$ cat src/rtl/usr_seq_ctrl.sv
// rtl/usr_seq_ctrl.sv - sequencer serialising 4-bit words into a universal shift register
// Left-shift mode and the dir_i port exist only when USR_LEFT_EN is defined.
module usr_seq_ctrl #(
  parameter int HOLD_CYC = 0,
  parameter int CNT_W    = 8
) (
  input  logic             clk_i,
  input  logic             rst_i,
  input  logic             in_valid_i,
  input  logic [3:0]       in_data_i,
`ifdef USR_LEFT_EN
  input  logic             dir_i,
`endif
  output logic             in_ready_o,
  output logic [1:0]       sel_o,
  output logic             rdin_o,
  output logic             ldin_o,
  output logic             busy_o,
  output logic             done_o,
  output logic [CNT_W-1:0] word_cnt_o
);

  typedef enum logic [1:0] {IDLE, SHIFT, LATCH, HOLD} state_e;

  localparam logic [3:0] HOLD_LAST = 4'(HOLD_CYC - 1);

  state_e             state_q, state_d;
  logic [1:0]         bit_cnt_q, bit_cnt_d;
  logic [3:0]         hold_cnt_q, hold_cnt_d;
  logic [3:0]         data_q, data_d;
  logic               dir_q, dir_d;
  logic               done_q, done_d;
  logic [CNT_W-1:0]   word_cnt_q, word_cnt_d;
  logic               dir_in;

`ifdef USR_LEFT_EN
  assign dir_in = dir_i;
`else
  assign dir_in = 1'b0;
`endif

  always_comb begin
    state_d    = state_q;
    bit_cnt_d  = bit_cnt_q;
    hold_cnt_d = hold_cnt_q;
    data_d     = data_q;
    dir_d      = dir_q;
    done_d     = 1'b0;
    word_cnt_d = word_cnt_q;
    case (state_q)
      IDLE: begin
        if (in_valid_i) begin
          data_d    = in_data_i;
          dir_d     = dir_in;
          bit_cnt_d = 2'd0;
          state_d   = SHIFT;
        end
      end
      SHIFT: begin
        // bit counter wraps 3->0, so LATCH starts its own count at zero
        bit_cnt_d = bit_cnt_q + 2'd1;
        if (bit_cnt_q == 2'd3) state_d = LATCH;
      end
      LATCH: begin
        bit_cnt_d = bit_cnt_q + 2'd1;
        if (bit_cnt_q == 2'd1) begin
          bit_cnt_d = 2'd0;
          if (HOLD_CYC == 0) begin
            state_d    = IDLE;
            done_d     = 1'b1;
            word_cnt_d = word_cnt_q + CNT_W'(1);
          end else begin
            state_d    = HOLD;
            hold_cnt_d = 4'd0;
          end
        end
      end
      HOLD: begin
        hold_cnt_d = hold_cnt_q + 4'd1;
        if (hold_cnt_q == HOLD_LAST) begin
          state_d    = IDLE;
          done_d     = 1'b1;
          word_cnt_d = word_cnt_q + CNT_W'(1);
        end
      end
      default: state_d = IDLE;
    endcase
  end

  always_ff @(posedge clk_i or posedge rst_i) begin
    if (rst_i) begin
      state_q    <= IDLE;
      bit_cnt_q  <= 2'd0;
      hold_cnt_q <= 4'd0;
      data_q     <= 4'd0;
      dir_q      <= 1'b0;
      done_q     <= 1'b0;
      word_cnt_q <= '0;
    end else begin
      state_q    <= state_d;
      bit_cnt_q  <= bit_cnt_d;
      hold_cnt_q <= hold_cnt_d;
      data_q     <= data_d;
      dir_q      <= dir_d;
      done_q     <= done_d;
      word_cnt_q <= word_cnt_d;
    end
  end

  // Moore decode: serial bits are zero outside their own shift mode
  always_comb begin
    sel_o  = 2'b00;
    rdin_o = 1'b0;
    ldin_o = 1'b0;
    case (state_q)
      SHIFT: begin
        if (dir_q) begin
          sel_o  = 2'b10;
          ldin_o = data_q[~bit_cnt_q];
        end else begin
          sel_o  = 2'b01;
          rdin_o = data_q[bit_cnt_q];
        end
      end
      LATCH:   sel_o = 2'b11;
      default: sel_o = 2'b00;
    endcase
  end

  assign in_ready_o = (state_q == IDLE);
  assign busy_o     = (state_q != IDLE);
  assign done_o     = done_q;
  assign word_cnt_o = word_cnt_q;

endmodule

$ cat config.mk
export PLATFORM = sky130hd
export DESIGN_NAME = usr_seq_ctrl
export DESIGN_NICKNAME = d
export VERILOG_FILES = /design/src/rtl/usr_seq_ctrl.sv
export SDC_FILE = /design/constraint.sdc
export NUM_CORES = 1
export LEC_CHECK = 0
export BUFFER_PORTS_ARGS = -buffer_cell sky130_fd_sc_hd__buf_2
export CAP_MARGIN = 20
export CORE_ASPECT_RATIO = 0.8
export CORE_UTILIZATION = 28
export DETAILED_ROUTE_END_ITERATION = 10
export PLACE_DENSITY = 0.45
export SETUP_SLACK_MARGIN = 0.4
export SKIP_LAST_GASP = 1
export SYNTH_ARGS = -nofsm -noshare
export SYNTH_HDL_FRONTEND = slang
export SYNTH_SLANG_ARGS = --single-unit
$ cat constraint.sdc
create_clock -name clk_i -period 2.25 [get_ports clk_i]
set_input_delay 0.1125 -clock clk_i [delete_from_list [all_inputs] [get_ports clk_i]]
set_output_delay 0.1125 -clock clk_i [all_outputs]
set_load 0.01 [all_outputs]
# Yosys cells after proc, flatten, opt, wreduce, memory -nomap -nowiden
# Cells that the tools add are included.
# totals
inputBits,7
romBits,0
n_memories,0
output_inout_bits,15
wordCells,46
latch_bits,0
ff_bits,21
ramBits,0
# classes
n_mul,0
eq_ne,10
addsub,3
magnitude_cmp,1
n_reduce_logical,8
div,0
n_mux,18
shift,0
bitwise_logic,0
# ops
operator,count
$mux W8,2
$pmux W8 S2,1
$mux W2,6
$add A8 B1 Y8 const B,1
$ne A2 B2 Y1 const B,4
$pmux W2 S4,1
$eq A2 B2 Y1 const B,3
$pmux W2 S3,1
$add A4 B1 Y4 const B,1
$eq A2 B1 Y1 const B,2
$eq A4 B4 Y1 const B,1
$mux W1,4
$pmux W2 S2,1
$reduce_and A2 Y1,2
$reduce_and A4 Y1,1
$reduce_bool A2 Y1,2
$lt A2 B3 Y1 const B,1
$reduce_and A3 Y1,1
$reduce_bool A3 Y1,1
$add A2 B1 Y2 const B,1
$bmux W1 S2,1
$logic_not A2 Y1,1
$pmux W1 S2,1

# Depth between registers and ports, before layout
# depth
depth_word,3
depth_mapped,6

# Least setup slack after synthesis
# OpenSTA, ideal clock, no wires.
# synth_path
path_kind,register -> register
start,reg state_q[0]
end,"reg word_cnt_q[1], in the netlist word_cnt_o[1]"
stages_incl_launch_ff,6
slack_ns,0.629
period_less_slack_ns,1.621
setup_time_ns,0.125
arrival_time_ns,1.496
required_ns,2.125
n_path_buf,0
path_cell_list,dfrtp_1 inv_1 ha_1 and2b_4 a21oi_4 mux2_2
# synth_between
elab_chain_cells,3
# synth_rtl
item,line,rtl
start: declaration,27,"state_e state_q, state_d;"
start signal: assignment,100,state_q <= state_d;
$eq A2 B2 Y1,50,case (state_q)
$ne A2 B2 Y1 (no line) or $reduce_bool A2 Y1 (tied branches),n/a,
$reduce_and A3 Y1 (no line),n/a,
end signal: assignment,106,word_cnt_q <= word_cnt_d;
end: declaration,33,"logic [CNT_W-1:0] word_cnt_q, word_cnt_d;"
# Parallel ways exist; a longest one is shown, timed or not.
# A chain may end at the register's enable or synchronous reset.

# Worst setup path after layout
# Ends and elaborated chain as after synthesis.

==> metrics.md <==
| Metric | Value |
|---|---|
| Status | finished, violations left |
| Failing checks | hold timing |
| Sw Share | 37.67% |
| Min Tclk post-route | 1.722 ns |
| Detailed placer's ending HPWL | 1.423 mm |
| Row Count | 20 |
| Crit path required time | 2.40 ns |
| Synthesis-to-finish area growth | 17.21% |
| WP data arrival | 1.87 ns |
| # port buffers | 20 |
| Boundary Pins | 22 |
| Register-to-Register Setup Slack | 0.53 ns |
| Num CTS Buffers | 3 |
| Syn Nets | 115 |
| Crit Reg-Reg Endpoint | word_cnt_o[1] |
| Layout fillers | 387 |
| GRT Total Usage | 9.949% |
| Crit-path max FO | 8 |
| Max cap viols | 0 |
| Critical path launch point type | flip-flop |
| Setup Crit Path Kind | reg2reg |
| Starting Density | 29.81% |
| Fin. max-slew vios | 0 |
| Synth Cell Area | 1156 sq um |
| Post-synth cell types | 30 |
| Final Hold Vio Count | 21 |
| Count of final setup violators | 0 |
| Combinational share of power | 43.9% |
| NetSw | 0.0005997 W |
| Routed WL | 1.832 mm |
| Clock Skews | 0.001946 ns |
| CTS tree | built |
| Mapped Cells | 95 |
| Die W | 73.84 um |
| Total gr overflow | 0 |
| Final Util | 34.94% |
| Synth warnings | 0 |
| Clk buf depth | 2 |
| Post-CTS setup buffer count | 0 |
| Sequential Power Share | 40.8% |
| Largest net degree at the start of global routing | 22 |
| Relative slew slack | 46.98% |
| Yosys reg bits | 21 |
| VDD IR-drop max | 481.1 uV |
| Sequential fraction of the synthesis area | 45.45% |
| Net count, final | 138 |
| Setup crit end kind | flip-flop |
| Int Power | 0.0009925 W |
| # DRC | 0 |
| Worst hold slack | -0.006620 ns |
| Power share of the clock group | 15.3% |
| RSZ-0062 raised after global routing | no |
| WL per Instance | 10.65 um |
| Footprint of the multi-input gates | 588.1 sq um |
| Maximum achievable frequency | 0.5807 GHz |
| CTS root buffer | clkbuf_8 |
| Die H | 59.48 um |
| Routed Antenna Nets | 0 |
| Antenna violations before repair | 0 |
| Core footprint | 3879 sq um |
| First-pass GRT wire length | 3.180 mm |
| Min-Delay Path Class | in2async |
| PwrDens | 1175 nW/um^2 |
| Syn_area_per_cell | 12.17 sq um |
| Crit share post-route | 76.54% |
| Worst reg2reg path depth | 5 |
| Most frequent cells in the layout | dfrtp_1, buf_2, ha_1 |
| Reg area | 526.8 sq um |
| Clock transition at path regs | 0.07 ns |
| ANT cells | 0 |
| Drt via density | 4.070 |
| Die area | 4392 sq um |
| Worst Max-Slew Pin Slew | 0.7944 ns |
| Leakage | 0.6562 nW |
| Number of global-route vias before repair | 680 |
| TNS Setup | 0 ns |
| DRT iter0 DRCs | 23 |
| Clk sinks | 21 |
| Later-pin clock latency in the skew report | 0.26 ns |
| Routability congestion estimate from global placement | 0.6728 |
| Vias | 700 |
| First drt pass iteration count | 4 |
| RR Startpoint | state_q[0] |
| Fraction of layout cells with a size suffix above 1 | 33.33% |
| Htree depth | 1 |
-- layout make-up --
cell class	count	share of cell area, %
multi-input cells	65	43.40
flip-flops and latches	21	38.87
repair buffers	20	7.387
well taps	55	5.078
clock buffers	4	3.324
inverters	7	1.939
-- power groups by stage --
stage / registers [W] / clock network [W] / logic, W
floorplan: 0.000648 / 0 / 0.000525
finish: 0.000649 / 0.000244 / 0.000699
CTS: 0.000648 / 0.000260 / 0.000710
detailed placement: 0.000655 / 0 / 0.000706
global route: 0.000672 / 0.000277 / 0.000792
global placement: 0.000650 / 0 / 0.000707
-- worst max-delay path, stage by stage (launching register included) --
cell     delay (ns)
dfrtp_2        0.41
inv_1          0.12
ha_1           0.29
and2b_4        0.22
a21oi_4        0.22
mux2_2         0.36
-- flip-flops by register name, indices dropped and copies added (netlist names) --
name	flops
data_q	4
done_o	1
hold_cnt_q	4
state_q	2
word_cnt_o	8
bit_cnt_q	2
-- cell families after synthesis --
kind of cell | after synthesis | synth area share (%)
AND/OR/NAND/NOR | 26 | 13.74
flip-flops | 21 | 45.45
adder cells (fa/ha/maj) | 13 | 14.07
XOR/XNOR | 10 | 7.576
buffers and inverters | 9 | 3.897
AO/OA/AOI/OAI | 8 | 7.144
multiplexers | 7 | 7.792
other | 1 | 0.3244
-- routing by layer --
layer / vias to the layer above / GRT usage [%] / wire length, um
met5: - / 0 / 0
li1: 365 / - / -
met2: 14 / 15.07 / 764
met4: 0 / 4.121 / 23
met1: 317 / 12.76 / 947
met3: 4 / 3.741 / 97
-- what timing repair did --
item / CTS / global route
gates resized for setup: 0 / 2
setup endpoints to repair: 0 / 5
hold buffers: 0 / 0
-- through the flow --
step	area (sq um)	cells	power [W]	hold WS (ns)	worst slack, ns
floorplan	1156	95	0.001172	0.08903	0.6291
global placement	1306	168	0.001357	0.3099	0.5347
detailed placement	1306	168	0.001361	0.3188	0.4884
CTS	1351	172	0.001618	0.03300	0.4771
global route	1355	172	0.001741	0.07088	0.4369
finish	1355	172	0.001592	-0.006620	0.5278
-- synthesized netlist by cell type --
cell type / instances / share of area (%)
nand3_1: 3 / 1.3
o21ai_1: 2 / 0.87
a21o_1: 1 / 0.65
and2_1: 3 / 1.6
ha_1: 13 / 14
or2_2: 1 / 0.54
a2111oi_4: 1 / 2.4
inv_1: 7 / 2.3
nand3_2: 1 / 0.87
mux4_2: 1 / 1.9
and3_1: 1 / 0.54
xor2_1: 2 / 1.5
a21oi_4: 1 / 1.4
buf_4: 1 / 0.65
a22o_1: 1 / 0.76
o21ai_0: 1 / 0.43
nor2b_1: 2 / 1.1
buf_6: 1 / 0.97
nor2_1: 1 / 0.32
dfrtp_1: 21 / 45
nor3_1: 1 / 0.43
xnor2_1: 8 / 6.1
nand2_1: 7 / 2.3
nand2b_4: 1 / 1.2
nand4_1: 3 / 1.6
a22oi_1: 1 / 0.65
mux2_2: 6 / 5.8
conb_1: 1 / 0.32
and2b_4: 1 / 0.87
nand4_2: 1 / 1.1
-- how the worst max path moves through the flow --
stage                           from       endpoint  slack (ns)
after floorplan           state_q[0]  word_cnt_o[1]        0.63
after global placement    state_q[0]  word_cnt_o[1]        0.53
after detailed placement  state_q[0]  word_cnt_o[1]        0.49
after CTS                 state_q[0]  word_cnt_o[1]        0.48
after global routing      state_q[0]  word_cnt_o[1]        0.44
final                     state_q[0]  word_cnt_o[1]        0.53
No activity file was read; power rests on OpenSTA's default activity.
